## config.mk

```make
export PLATFORM = sky130hd
export DESIGN_NAME = keypad_key_queue
export DESIGN_NICKNAME = d
export VERILOG_FILES = /design/src/rtl/keypad_pkg.sv /design/src/rtl/keypad_event_fifo.sv /design/src/rtl/keypad_key_queue.sv
export SDC_FILE = /design/constraint.sdc
export NUM_CORES = 1
export LEC_CHECK = 0
export CAP_MARGIN = 20
export CORE_ASPECT_RATIO = 1.75
export CORE_MARGIN = 1.5
export CORE_UTILIZATION = 63
export DETAILED_ROUTE_END_ITERATION = 10
export DONT_BUFFER_PORTS = 1
export GPL_ROUTABILITY_DRIVEN = 1
export GPL_TIMING_DRIVEN = 0
export MAX_ROUTING_LAYER = met4
export PLACE_DENSITY_LB_ADDON = 0.05
export SLEW_MARGIN = 20
export SYNTH_ARGS = -nofsm -noshare
export SYNTH_HDL_FRONTEND = slang
export SYNTH_SLANG_ARGS = --single-unit
```

## constraint.sdc

```tcl
create_clock -name clk -period 6.3 [get_ports clk]
set_input_delay 0.315 -clock clk [delete_from_list [all_inputs] [get_ports clk]]
set_output_delay 0.315 -clock clk [all_outputs]
set_load 0.02 [all_outputs]
```

## src/rtl/keypad_pkg.sv

```systemverilog
// Shared types for the keypad key queue: key code width, the debounced
// {pressed, key} sample pair, and the debounce state encoding.
// Imported by keypad_event_fifo and keypad_key_queue.
package keypad_pkg;

  localparam int KEY_W = 4;

  typedef logic [KEY_W-1:0] key_t;

  // One sampled observation of the encoder outputs
  typedef struct packed {
    logic pressed;
    key_t key;
  } samp_t;

  typedef enum logic [1:0] {
    REL      = 2'd0,
    PRESS_DB = 2'd1,
    HELD     = 2'd2,
    REL_DB   = 2'd3
  } deb_state_t;

endpackage

```

## src/rtl/keypad_event_fifo.sv

```systemverilog
// Event FIFO: DEPTH x key_t, head entry and valid held in registers (0 when empty).
// Latency: a push into an empty FIFO is visible one cycle later; no bypass.
// Backpressure: pop only when valid; a push while full is accepted only if a pop frees a slot.
module keypad_event_fifo
  import keypad_pkg::*;
#(
  parameter int DEPTH = 4
) (
  input  logic                   clk,
  input  logic                   rst_n,
  input  logic                   i_push,
  input  key_t                   i_push_dat,
  input  logic                   i_pop,
  output logic                   o_full,
  output logic                   o_vld,
  output key_t                   o_dat,
  output logic [$clog2(DEPTH):0] o_count
);

  localparam int AW = $clog2(DEPTH);
  localparam logic [AW:0] FULL_CNT = (AW+1)'(DEPTH);

  key_t          r_mem [DEPTH];
  logic [AW-1:0] r_wr_ptr;
  logic [AW-1:0] r_rd_ptr;
  logic [AW:0]   r_count;
  logic          r_vld;
  key_t          r_dat;

  logic          w_pop;
  logic          w_push;
  logic [AW-1:0] w_rd_next;
  logic [AW:0]   w_cnt_after_pop;
  logic [AW:0]   w_cnt_next;
  key_t          w_dat_next;

  assign o_full          = (r_count == FULL_CNT);
  assign w_pop           = i_pop & r_vld;
  assign w_push          = i_push & (~o_full | w_pop);
  assign w_rd_next       = r_rd_ptr + AW'(w_pop);
  assign w_cnt_after_pop = r_count - (AW+1)'(w_pop);
  assign w_cnt_next      = w_cnt_after_pop + (AW+1)'(w_push);

  // Next head: oldest surviving entry, else the entry being pushed, else 0
  always_comb begin
    w_dat_next = '0;
    if (w_cnt_after_pop != '0) begin
      w_dat_next = r_mem[w_rd_next];
    end else if (w_push) begin
      w_dat_next = i_push_dat;
    end
  end

  // Storage array; pointers wrap naturally because DEPTH is a power of 2
  always_ff @(posedge clk) begin
    if (w_push) begin
      r_mem[r_wr_ptr] <= i_push_dat;
    end
  end

  // Pointers, occupancy and registered head outputs
  always_ff @(posedge clk or negedge rst_n) begin
    if (!rst_n) begin
      r_wr_ptr <= '0;
      r_rd_ptr <= '0;
      r_count  <= '0;
      r_vld    <= 1'b0;
      r_dat    <= '0;
    end else begin
      r_wr_ptr <= r_wr_ptr + AW'(w_push);
      r_rd_ptr <= w_rd_next;
      r_count  <= w_cnt_next;
      r_vld    <= (w_cnt_next != '0);
      r_dat    <= w_dat_next;
    end
  end

  assign o_vld   = r_vld;
  assign o_dat   = r_dat;
  assign o_count = r_count;

endmodule

```

## src/rtl/keypad_key_queue.sv

```systemverilog
// Debounces {key_pressed, key_in}, emits one event per press into a small FIFO; sticky overflow.
// Latency: input change to key_valid is DEBOUNCE_CYCLES+2 cycles (push on edge DEBOUNCE_CYCLES+1).
// Backpressure: valid/ready pop; events arriving while full with no pop are dropped and flag overflow.
// Optional auto-repeat of a held key is enabled by defining KEYPAD_AUTOREPEAT_EN.
module keypad_key_queue
  import keypad_pkg::*;
#(
  parameter int DEBOUNCE_CYCLES = 16,
  parameter int DEPTH           = 4,
  parameter int REPEAT_DELAY    = 4096,
  parameter int REPEAT_PERIOD   = 1024
) (
  input  logic                   clk,
  input  logic                   rst_n,
  input  logic [KEY_W-1:0]       key_in,
  input  logic                   key_pressed,
  output logic [KEY_W-1:0]       key_code,
  output logic                   key_valid,
  input  logic                   key_ready,
  output logic [$clog2(DEPTH):0] fifo_count,
  output logic                   overflow,
  input  logic                   clear_ovf
);

  // Elaboration-time guard against unusable configurations
  if (DEBOUNCE_CYCLES < 2 || DEPTH < 2 || (DEPTH & (DEPTH - 1)) != 0 ||
      REPEAT_DELAY < 1 || REPEAT_PERIOD < 1) begin : g_bad_cfg
    $error("keypad_key_queue: invalid parameter set");
  end

  localparam int CW = $clog2(DEBOUNCE_CYCLES);
  localparam logic [CW-1:0] CNT_MAX = CW'(DEBOUNCE_CYCLES - 1);

  samp_t      r_sample;
  samp_t      r_cand;
  samp_t      r_stable;
  logic [CW-1:0] r_cnt;
  deb_state_t r_state;
  logic       r_ovf;

  logic w_same;
  logic w_done;
  logic w_deb_push;
  logic w_push;
  logic w_pop;
  logic w_full;

  assign w_same     = (r_sample == r_cand);
  assign w_done     = w_same && (r_cnt == CNT_MAX);
  assign w_deb_push = (r_state == PRESS_DB) && r_sample.pressed && w_done;
  assign w_pop      = key_valid & key_ready;

  // Register the raw encoder outputs once per cycle
  always_ff @(posedge clk or negedge rst_n) begin
    if (!rst_n) begin
      r_sample <= '0;
    end else begin
      r_sample <= '{pressed: key_pressed, key: key_in};
    end
  end

  // Debounce FSM: candidate/count tracking plus stable-state transitions
  always_ff @(posedge clk or negedge rst_n) begin
    if (!rst_n) begin
      r_state  <= REL;
      r_cand   <= '0;
      r_stable <= '0;
      r_cnt    <= '0;
    end else begin
      if (!w_same) begin
        r_cand <= r_sample;
        r_cnt  <= '0;
      end else if (r_cnt != CNT_MAX) begin
        r_cnt <= r_cnt + CW'(1);
      end
      case (r_state)
        REL: begin
          if (r_sample.pressed) r_state <= PRESS_DB;
        end
        PRESS_DB: begin
          if (!r_sample.pressed) begin
            r_state <= REL;
          end else if (w_done) begin
            r_state  <= HELD;
            r_stable <= r_sample;
          end
        end
        HELD: begin
          if (!r_sample.pressed) begin
            r_state <= REL_DB;
          end else if (r_sample.key != r_stable.key) begin
            r_state <= PRESS_DB;
          end
        end
        REL_DB: begin
          // A bounce back to the same key resumes HELD silently
          if (r_sample.pressed) begin
            r_state <= (r_sample == r_stable) ? HELD : PRESS_DB;
          end else if (w_done) begin
            r_state  <= REL;
            r_stable <= r_sample;
          end
        end
        default: r_state <= REL;
      endcase
    end
  end

`ifdef KEYPAD_AUTOREPEAT_EN
  localparam int REP_MAX = (REPEAT_DELAY > REPEAT_PERIOD) ? REPEAT_DELAY : REPEAT_PERIOD;
  localparam int RW      = $clog2(REP_MAX + 1);

  logic [RW-1:0] r_rep_cnt;
  logic          r_rep_first;
  logic          w_hold_stay;
  logic [RW-1:0] w_rep_lim;
  logic          w_rep_push;

  assign w_hold_stay = (r_state == HELD) && (r_sample == r_stable);
  assign w_rep_lim   = r_rep_first ? RW'(REPEAT_DELAY - 1) : RW'(REPEAT_PERIOD - 1);
  assign w_rep_push  = w_hold_stay && (r_rep_cnt == w_rep_lim);

  // Repeat timer: first interval REPEAT_DELAY, then REPEAT_PERIOD; restarts when HELD is left
  always_ff @(posedge clk or negedge rst_n) begin
    if (!rst_n) begin
      r_rep_cnt   <= '0;
      r_rep_first <= 1'b1;
    end else if (!w_hold_stay) begin
      r_rep_cnt   <= '0;
      r_rep_first <= 1'b1;
    end else if (w_rep_push) begin
      r_rep_cnt   <= '0;
      r_rep_first <= 1'b0;
    end else begin
      r_rep_cnt <= r_rep_cnt + RW'(1);
    end
  end

  assign w_push = w_deb_push | w_rep_push;
`else
  assign w_push = w_deb_push;
`endif

  keypad_event_fifo #(
    .DEPTH(DEPTH)
  ) u_fifo (
    .clk       (clk),
    .rst_n     (rst_n),
    .i_push    (w_push),
    .i_push_dat(r_sample.key),
    .i_pop     (w_pop),
    .o_full    (w_full),
    .o_vld     (key_valid),
    .o_dat     (key_code),
    .o_count   (fifo_count)
  );

  // Sticky overflow: a dropped event wins over a same-cycle clear
  always_ff @(posedge clk or negedge rst_n) begin
    if (!rst_n) begin
      r_ovf <= 1'b0;
    end else if (w_push && w_full && !w_pop) begin
      r_ovf <= 1'b1;
    end else if (clear_ovf) begin
      r_ovf <= 1'b0;
    end
  end

  assign overflow = r_ovf;

endmodule

```

==> flow_summary_export.csv, run 1 <==
group,metric,value,unit
synthesis,async_reset_ff_frac,0.680,
clock_network,post_cts_buffers,0,
pwr,power_switching,0.000270,W
sta,max_freq,410,MHz
clock_network,cts.repair.resized,0,
grt,grt-busiest-layer,"met2",
die,initial_core_util,0.668,
critical_path,critical_path_arrival,2630,ps
pwr,p_per_area,349,nW/um^2
pwr,power_frac_clock,0.237,
synthesis,synth_top_flop_cell,"dfrtp_1",
clock_network,hold_buffers,2,
sta,worst_pin_slew,603,ps
clock_network,clockBufferDepth,2,
pwr,combPwrFrac,0.237,
final_layout,multi_input_comb_area,752,um^2
detailed_routing,viasPerCell,5.75,
grt,antenna_found_initial,0,
grt,groute.layer.met3.usage,0.0539,
die,ios,18,
synthesis,synthesis.nets,170,
critical_path,r2r-end,"u_fifo.o_vld",
clock_network,clock-sinks,50,
clock_network,cts_tree,"yes",
detailed_routing,vias,1201,
clock_network,cts-root-buf,"clkbuf_8",
sta,min_period_over_period,0.387,
sta,setup_viol,0,
sta,finalHoldViolCount,0,
worst_hold_path,whs_path_depth,0,
pwr,swShare,0.333,
critical_path,startpoint_type,"flip-flop",
grt,overflow,0,
sta,clock_skew,14.7,ps
clock_network,htreeDepth,2,
synthesis,synth_cell_types,41,
critical_path,rr_worst_depth,8,
synthesis,synth-edff-count,16,
sta,setup-tns-final,0,ps
die,core,3210,um^2
sta,whs,39.3,ps
final_layout,synthToLayoutAreaGrowth,8.46,%
critical_path,cp_max_fo,10,
pwr,p_int,0.000542,W
outcome,outcome,"complete, no violations",
detailed_routing,drt_wl_total,3.61,mm
detailed_routing,wl_per_cell,17.3,um
critical_path,critPathRequiredTime,6490,ps
sta,timing.max_slew.rel_slack,0.595,
die,die_h,80.2,um
detailed_routing,antenna_left,0,
die,num_rows,27,
synthesis,synthesis.instances,156,
critical_path,worstSetupPathType,"flip-flop to flip-flop",
final_layout,layout.nets,179,
placed_design,gp_congestion,0.840,
pwr,seq_power_share,0.525,
sta,slew_viol_final,0,
die,die_w,47.1,um
sta,rsz0062_at_grt,"false",
job,maxCapViolations,0,
placed_design,dp_hpwl,2.67,mm
grt,grt_use_met2,0.415,
clock_network,cts_made_buffers,5,
synthesis,ys_ff_latch,50,
synthesis,seq_area_frac_synth,0.621,
final_layout,regArea,1330,um^2
worst_hold_path,hold_start,"key_in[3]",
worst_hold_path,hold_path.class,"input port to flip-flop",
critical_path,r2r_start,"r_cnt[0]",
placed_design,port_buffers,0,
detailed_routing,drt_first_pass_iters,4,
detailed_routing,drtIter0Drc,26,
clock_network,clk_pin_slew,100,ps
grt,grt.total_usage,0.238,
detailed_routing,drc_errors,0,
synthesis,netlist_area,2140,um^2
synthesis,postSynthAreaPerCell,13.7,um^2
final_layout,diodes,0,
critical_path,reg2reg_slack,3860,ps
worst_hold_path,worstHoldEndpoint,"r_sample[3]",
grt,grt_util_met1,0.246,
pwr,ir_worst_vdd,253,uV
synthesis,yosysWarnings,0,
grt,grt_pass1_wl,5.94,mm
sta,period_minus_slack,2440,ps
final_layout,drive_above_1_share,0.169,
critical_path,cp-end-kind,"flip-flop",
die,die_area,3780,um^2
final_layout,nFillCells,221,
clock_network,clk_latency,310,ps
grt,grt_pass1_vias,1283,
grt,grt_max_degree,35,
pwr,leakage,0.966,nW
==> sequential cells by signal, summed over array words and instances, names as in the netlist <==
register         flops
u_fifo.r_rd_ptr      2
u_fifo.o_vld         1
r_cnt                4
u_fifo.o_count       3
r_stable             5
overflow             1
u_fifo.r_wr_ptr      2
r_state              2
u_fifo.r_mem        16
r_cand               5
r_sample             5
u_fifo.o_dat         4
==> cell usage in the layout, fill, tap and decap left out, types with 5 or more instances in the layout <==
| cell type | instances |
|---|---|
| clkbuf_8 | 5 |
| edfxtp_1 | 16 |
| ha_1 | 5 |
| nand3_1 | 5 |
| nor3_1 | 6 |
| nand2_1 | 10 |
| dfrtp_1 | 34 |
| xor2_1 | 7 |
| clkbuf_1 | 5 |
| inv_1 | 6 |
| nor2_1 | 6 |
| xnor2_1 | 10 |
==> cell families after synthesis <==
logic type	after synthesis	synth area share
compound gates	15	0.0479
xor+xnor	18	0.0770
fa+ha+maj	5	0.0292
buf+inv	15	0.0286
flops	50	0.621
mux	10	0.0723
simple gates	43	0.124
==> worst max-delay path by stage <==
stage	to	slack, ps	startpoint	depth (start not counted)
2_1_floorplan	u_fifo.o_vld	4250	r_cnt[0]	8
3_5_place_dp	u_fifo.r_mem[0][1]	3860	r_cnt[0]	5
6_report	u_fifo.o_vld	3860	r_cnt[0]	8
3_3_place_gp	u_fifo.r_mem[0][1]	3930	r_cnt[0]	5
5_1_grt	u_fifo.o_vld	3670	r_cnt[0]	9
4_1_cts	u_fifo.o_vld	3840	r_cnt[0]	8
==> metal layers <==
metal / up-vias / wire length [um] / part of all wire
met4: 0 / 100 / 0.028
met2: 26 / 2120 / 0.59
met1: 592 / 1310 / 0.36
met3: 10 / 85 / 0.024
li1: 573 / - / -
met5: - / 0 / 0
==> metrics by stage <==
stage,std cells,util,total power (W),instance area [um^2],setup WS (ps)
2_1_floorplan,156,-,0.000577,2140,4250
3_3_place_gp,199,0.685,0.000603,2200,3930
4_1_cts,209,0.725,0.000821,2330,3840
6_report,209,0.725,0.000812,2330,3860
5_1_grt,209,0.725,0.000859,2330,3670
3_5_place_dp,199,0.685,0.000620,2200,3860
==> power by group through the flow <==
| stage | combinational, W | clock (W) | sequential [W] |
|---|---|---|---|
| global route | 0.000215 | 0.000211 | 0.000433 |
| detailed placement | 0.000186 | 0 | 0.000435 |
| floorplan | 0.000150 | 0 | 0.000427 |
| finish | 0.000193 | 0.000193 | 0.000427 |
| CTS | 0.000195 | 0.000198 | 0.000427 |
| global placement | 0.000171 | 0 | 0.000432 |
==> cell type report <==
cell class                      count  share of cell area
Multi-Input combinational cell     91               0.323
Buffer                              9              0.0167
Sequential cell                    50               0.572
Tap cell                           43              0.0231
Clock inverter                      3              0.0124
Inverter                            6             0.00968
Clock buffer                        5              0.0296
Timing Repair Buffer                2              0.0129
==> cells in the mapped netlist, drive strengths merged, types with 2 or more instances <==
cell    count  area, um^2
mux4        4        90.1
nand2      10        37.5
nor3b       3        27.5
xor2        7        61.3
clkbuf      6        23.8
buf         3        15.0
mux2i       2        20.0
dfrtp      34         851
and2        2        12.5
and4        2        18.8
ha          5        62.6
nor2        6        22.5
nor2b       2        12.5
mux2        4        45.0
o21ai       4        20.0
inv         6        22.5
nand3       5        25.0
edfxtp     16         480
nand4       4        46.3
nor3        6        30.0
nor4        2        27.5
xnor2      11         104
==> worst max-delay path: stages, from the launching register on <==
cell	delay, ps
dfrtp_1	430
ha_1	270
nand3_1	220
nor2_1	360
nand4_4	260
nor2_1	170
ha_1	270
nor3b_1	240
mux2i_1	110
Power figures use the tool's default switching activity.
==> inputs of run 2 (changes only) <==
--- a/config.mk
+++ b/config.mk
@@ -8,7 +8,7 @@
 export CAP_MARGIN = 20
 export CORE_ASPECT_RATIO = 1.75
 export CORE_MARGIN = 1.5
-export CORE_UTILIZATION = 63
+export CORE_UTILIZATION = 61
 export DETAILED_ROUTE_END_ITERATION = 10
 export DONT_BUFFER_PORTS = 1
 export GPL_ROUTABILITY_DRIVEN = 1
==> constraint.sdc (replaced) <==
create_clock -name clk -period 2.3 [get_ports clk]
set_input_delay 0.115 -clock clk [delete_from_list [all_inputs] [get_ports clk]]
set_output_delay 0.115 -clock clk [all_outputs]
set_load 0.02 [all_outputs]
==> run 2 against run 1 <==
  * Wire length grew 6.8%
  * Critical endpoint unchanged
  * Sequential power rose to 2.7 times the previous value
  * Die area up 3.1%
  * First-iteration DRC count is 7.7% lower
  * Worst setup slack lost 3700 ps
==> flow_summary_export.csv, run 2 (synthesis results as in run 1) <==
group,metric,value,unit
final_layout,nFillCells,248,
final_layout,layout.nets,188,
sta,min_period_over_period,0.944,
detailed_routing,drt_wl_total,3.86,mm
critical_path,worstSetupPathType,"flip-flop to flip-flop",
sta,clock_skew,9.87,ps
die,num_rows,28,
die,initial_core_util,0.638,
pwr,power,0.00221,W
critical_path,cp-end-kind,"flip-flop",
grt,grt_pass1_vias,1323,
critical_path,r2r_start,"r_sample[2]",
placed_design,gp_congestion,0.854,
sta,setup_viol,0,
sta,finalHoldViolCount,0,
sta,max_freq,461,MHz
final_layout,largest_reg_flops,16,
grt,grt.total_usage,0.231,
die,core,3360,um^2
clock_network,clockBufferDepth,2,
final_layout,final_common_cell,"dfrtp_1",
critical_path,startpoint_type,"flip-flop",
grt,grt_pass1_wl,5.81,mm
pwr,leakage,1.01,nW
worst_hold_path,hold_path.class,"input port to flip-flop",
worst_hold_path,hold_start,"key_ready",
detailed_routing,antenna_left,0,
critical_path,startpoint,"r_sample[2]",
final_layout,drive_above_1_share,0.217,
detailed_routing,vias,1252,
critical_path,critical_path_arrival,2360,ps
detailed_routing,wl_per_cell,17.5,um
placed_design,dp_hpwl,2.60,mm
detailed_routing,viasPerCell,5.69,
die,die_w,47.8,um
clock_network,cts_made_buffers,5,
die,die_h,81.4,um
sta,timing.max_slew.rel_slack,0.646,
outcome,outcome,"complete, no violations",
clock_network,htreeDepth,2,
clock_network,cts-root-buf,"clkbuf_8",
clock_network,clk_pin_slew,90,ps
final_layout,layout_common_cells,"32 x dfrtp_1, 16 x edfxtp_1, 10 x nand2_1",
die,die_area,3890,um^2
final_layout,largest-register,"u_fifo.r_mem",
grt,antenna_found_initial,0,
pwr,p_per_area,904,nW/um^2
pwr,ir_worst_vdd,716,uV
job,maxCapViolations,0,
critical_path,cp_max_fo,9,
clock_network,cts_tree,"yes",
sta,worst_pin_slew,529,ps
clock_network,clock-sinks,50,
detailed_routing,drc_errors,0,
sta,period_minus_slack,2170,ps
die,ios,18,
grt,grt_max_degree,35,
final_layout,synthToLayoutAreaGrowth,13.9,%
sta,slew_viol_final,0,
detailed_routing,drt_first_pass_iters,4,
sta,setup-tns-final,0,ps
final_layout,diodes,0,
clock_network,clk_latency,300,ps
detailed_routing,drtIter0Drc,24,
critical_path,critPathRequiredTime,2490,ps
grt,overflow,0,
placed_design,port_buffers,0,
run 2: cell types whose count changed in the layout (fill, tap and decap cells not counted), sizes merged:
| cell | previous run | this run |
|---|---|---|
| clkinvlp | 0 | 1 |
| dlygate4sd3 | 1 | 7 |
| buf | 4 | 7 |
| clkinv | 2 | 1 |
run 2: report_power, final:
group	total (W)	internal [W]	switching, W
Combinational	0.000538	0.000249	0.000289
Sequential	0.00117	0.00102	0.000150
Clock	0.000501	0.000214	0.000287
Total	0.00221	0.00148	0.000726
run 2: worst max-delay path, stage by stage (launching register included):
cell,delay [ps]
dfrtp_1,510
xnor2_2,220
and4_2,240
clkbuf_2,200
nand4_4,150
nor2_1,160
ha_1,180
xnor2_1,110
nor3b_1,200
mux2i_1,100
run 2: worst paths after layout:
kind / to / depth (start not counted) / slack [ps]
hold reg to reg: r_stable[2] / 1 / 530
min in group asynchronous: u_fifo.o_dat[1] / 2 / 250
setup reg to reg: u_fifo.o_vld / 9 / 130
setup / recovery: u_fifo.o_vld / 9 / 130
hold / removal: overflow / 3 / 80
max in group asynchronous: r_sample[1] / 2 / 1860
run 2: area by class of cell:
type / count / area (um^2) / share of cell area
sequential: 50 / 1330 / 0.546
multi-input combinational: 91 / 790 / 0.323
timing repair buffer: 11 / 113 / 0.0461
clock buffer: 5 / 68.8 / 0.0282
tap: 45 / 56.3 / 0.0231
buffer: 9 / 38.8 / 0.0159
inverter: 6 / 22.5 / 0.00922
clock inverter: 3 / 20.0 / 0.00820
run 2: timing repair:
| action | CTS | global route |
|---|---|---|
| hold endpoints to repair | 40 | 0 |
| hold buffers | 8 | 0 |
| endpoints found under the setup margin | 9 | 5 |
| gates resized for setup | 4 | 5 |
| pin swaps | 0 | 0 |
| buffers inserted | 3 | 0 |
run 2: routing by layer:
metal	GRT usage	share of wire	vias to the layer above
li1	-	-	593
met1	0.214	0.34	621
met2	0.412	0.61	28
met3	0.0593	0.022	10
met4	0.103	0.033	0
met5	-	0	-
run 2: through the flow:
stage	utilization	instance area, um^2	setup WS, ps	std cells	hold slack, ps
after floorplan	-	2140	246	156	-181
after global placement	0.654	2200	-73.5	201	-180
after detailed placement	0.654	2200	-171	201	-179
after CTS	0.721	2420	101	220	78.7
after global routing	0.726	2440	-2.45	220	95.3
final	0.726	2440	130	220	75.7
==> inputs of run 3 (changes only) <==
--- a/config.mk
+++ b/config.mk
@@ -12,7 +12,6 @@
 export DETAILED_ROUTE_END_ITERATION = 10
 export DONT_BUFFER_PORTS = 1
 export GPL_ROUTABILITY_DRIVEN = 1
-export GPL_TIMING_DRIVEN = 0
 export MAX_ROUTING_LAYER = met4
 export PLACE_DENSITY_LB_ADDON = 0.05
 export SLEW_MARGIN = 20
==> run 3 against run 2 <==
  * Worst hold slack gained 30 ps
  * Cell count shrank 1.4%
  * Combinational power grew 5.2%
  * Critical path depth shrank 2
  * Count of clock-buffer cells in the layout is the same
  * Die area is the same
  * Utilization grew 1.0 points
  * Flip-flop and latch count is the same
  * Power grew 9.9%
  * Fmax grew 4.7%
  * First-iteration DRC count shrank 42%
  * Worst setup slack gained 98 ps
  * Largest power group unchanged
==> flow_summary_export.csv, run 3 (synthesis results as in run 1) <==
group,metric,value,unit
critical_path,crit_cells,7,
placed_design,gp_congestion,0.832,
placed_design,dp_hpwl,2.61,mm
final_layout,multi_input_comb_area,771,um^2
critical_path,critical_path_arrival,2260,ps
sta,finalHoldViolCount,0,
clock_network,cts_made_buffers,5,
critical_path,cp-end-kind,"flip-flop",
pwr,ir_worst_vdd,796,uV
worst_hold_path,hold_start,"key_ready",
critical_path,critical-path-top-delay-family,"simple AND/OR/NAND/NOR gates",
final_layout,diodes,0,
die,die_area,3890,um^2
critical_path,slowest_stage,"dfrtp_1",
sta,max_freq,483,MHz
detailed_routing,vias,1205,
sta,setup_viol,0,
final_layout,synthToLayoutAreaGrowth,15.5,%
sta,rsz0062_at_grt,"false",
grt,antenna_found_initial,0,
final_layout,layout_common_cells,"34 x dfrtp_1, 16 x edfxtp_1, 10 x xnor2_1, 10 x nand2_1, 9 x buf_4",
final_layout,drive_above_1_share,0.215,
detailed_routing,drt_wl_total,3.58,mm
worst_hold_path,worstHoldEndpoint,"overflow",
pwr,p_per_area,980,nW/um^2
placed_design,pre_cts_ws,143,ps
placed_design,port_buffers,0,
clock_network,post_cts_buffers,0,
sta,clock_skew,11.2,ps
detailed_routing,drtIter0Drc,14,
final_layout,final_common_cell,"dfrtp_1",
worst_hold_path,whs_path_depth,3,
critical_path,r2r_start,"r_sample[4]",
final_layout,largest_reg_flops,16,
clock_network,cts-root-buf,"clkbuf_8",
pwr,leakage,1.03,nW
clock_network,cts_tree,"yes",
grt,grt_max_degree,35,
sta,slew_viol_final,0,
final_layout,nFillCells,229,
grt,grt_pass1_vias,1297,
critical_path,rr_worst_depth,7,
critical_path,startpoint_type,"flip-flop",
die,die_w,47.8,um
sta,timing.max_slew.rel_slack,0.656,
clock_network,clock-sinks,50,
critical_path,critPathRequiredTime,2480,ps
critical_path,reg2reg_slack,230,ps
clock_network,clockBufferDepth,2,
outcome,outcome,"complete, no violations",
clock_network,clk_latency,310,ps
die,ios,18,
die,core,3360,um^2
critical_path,path_buf_inv,0,
clock_network,clk_pin_slew,80,ps
detailed_routing,wl_per_cell,16.5,um
critical_path,cp_max_fo,8,
final_layout,layout.nets,185,
grt,grt.total_usage,0.226,
final_layout,regArea,1330,um^2
final_layout,largest-register,"u_fifo.r_mem",
critical_path,worstSetupPathType,"flip-flop to flip-flop",
sta,fin_ws,228,ps
sta,setup-tns-final,0,ps
job,maxCapViolations,0,
sta,period_minus_slack,2070,ps
grt,grt_pass1_wl,5.91,mm
die,die_h,81.4,um
sta,worst_pin_slew,514,ps
clock_network,htreeDepth,2,
die,num_rows,28,
detailed_routing,antenna_left,0,
die,initial_core_util,0.638,
worst_hold_path,hold_path.class,"input port to flip-flop",
critical_path,crit_chain,"xnor2_2 > and4_2 > nand4_4 > nor2_1 > ha_1 > nor3b_1 > mux2i_1",
grt,overflow,0,
detailed_routing,viasPerCell,5.55,
detailed_routing,drc_errors,0,
critical_path,cpPeakStageDelay,500,ps
sta,min_period_over_period,0.901,
detailed_routing,drt_first_pass_iters,4,
critical_path,r2r-end,"u_fifo.o_vld",
## run 3: tightest hold or removal path, stage by stage
cell and delay (ps):
a211oi_1 90, nand3_1 100, o22ai_1 60
## run 3: worst max path at each step
stage,from,to,slack [ps]
global route,r_cnt[0],u_fifo.o_vld,20
finish,r_sample[4],u_fifo.o_vld,230
detailed placement,r_sample[4],u_fifo.o_vld,140
global placement,r_sample[4],u_fifo.r_mem[1][3],190
CTS,r_sample[4],u_fifo.o_vld,130
floorplan,r_cnt[0],u_fifo.o_vld,250
## run 3: cell type report
cell class | count | area share
flip-flops and latches | 50 | 0.538
clock inverters | 3 | 0.0278
clock buffers | 5 | 0.0278
well taps | 45 | 0.0227
inverters | 6 | 0.00910
repair buffers | 17 | 0.0637
multi-input cells | 91 | 0.311
## run 3: repair_timing
action | CTS | global route
endpoints found under the hold margin | 40 | 0
gates resized for setup | 0 | 5
endpoints found under the setup margin | 0 | 1
hold buffers | 8 | 0
## run 3: stage by stage
stage                     power [W]  instances  cell area (um^2)  hold WS, ps   util
after CTS                   0.00244        217              2460         86.4  0.731
after global placement      0.00168        201              2230         -180  0.663
after global routing        0.00257        217              2480          116  0.736
after detailed placement    0.00170        201              2230         -180  0.663
after floorplan             0.00158        156              2140         -181      -
final                       0.00243        217              2480          106  0.736
## run 3: power by group
part           internal, W  total, W  switching, W
combinational     0.000261  0.000566      0.000305
clock             0.000435  0.000714      0.000279
sequential         0.00102   0.00115      0.000129
total              0.00171   0.00243      0.000713
## run 3: metal layers
| metal | track usage | routed length, um |
|---|---|---|
| met1 | 0.246 | 1370 |
| met2 | 0.388 | 2050 |
| met3 | 0.0330 | 63 |
| met4 | 0.100 | 97 |
| met5 | - | 0 |
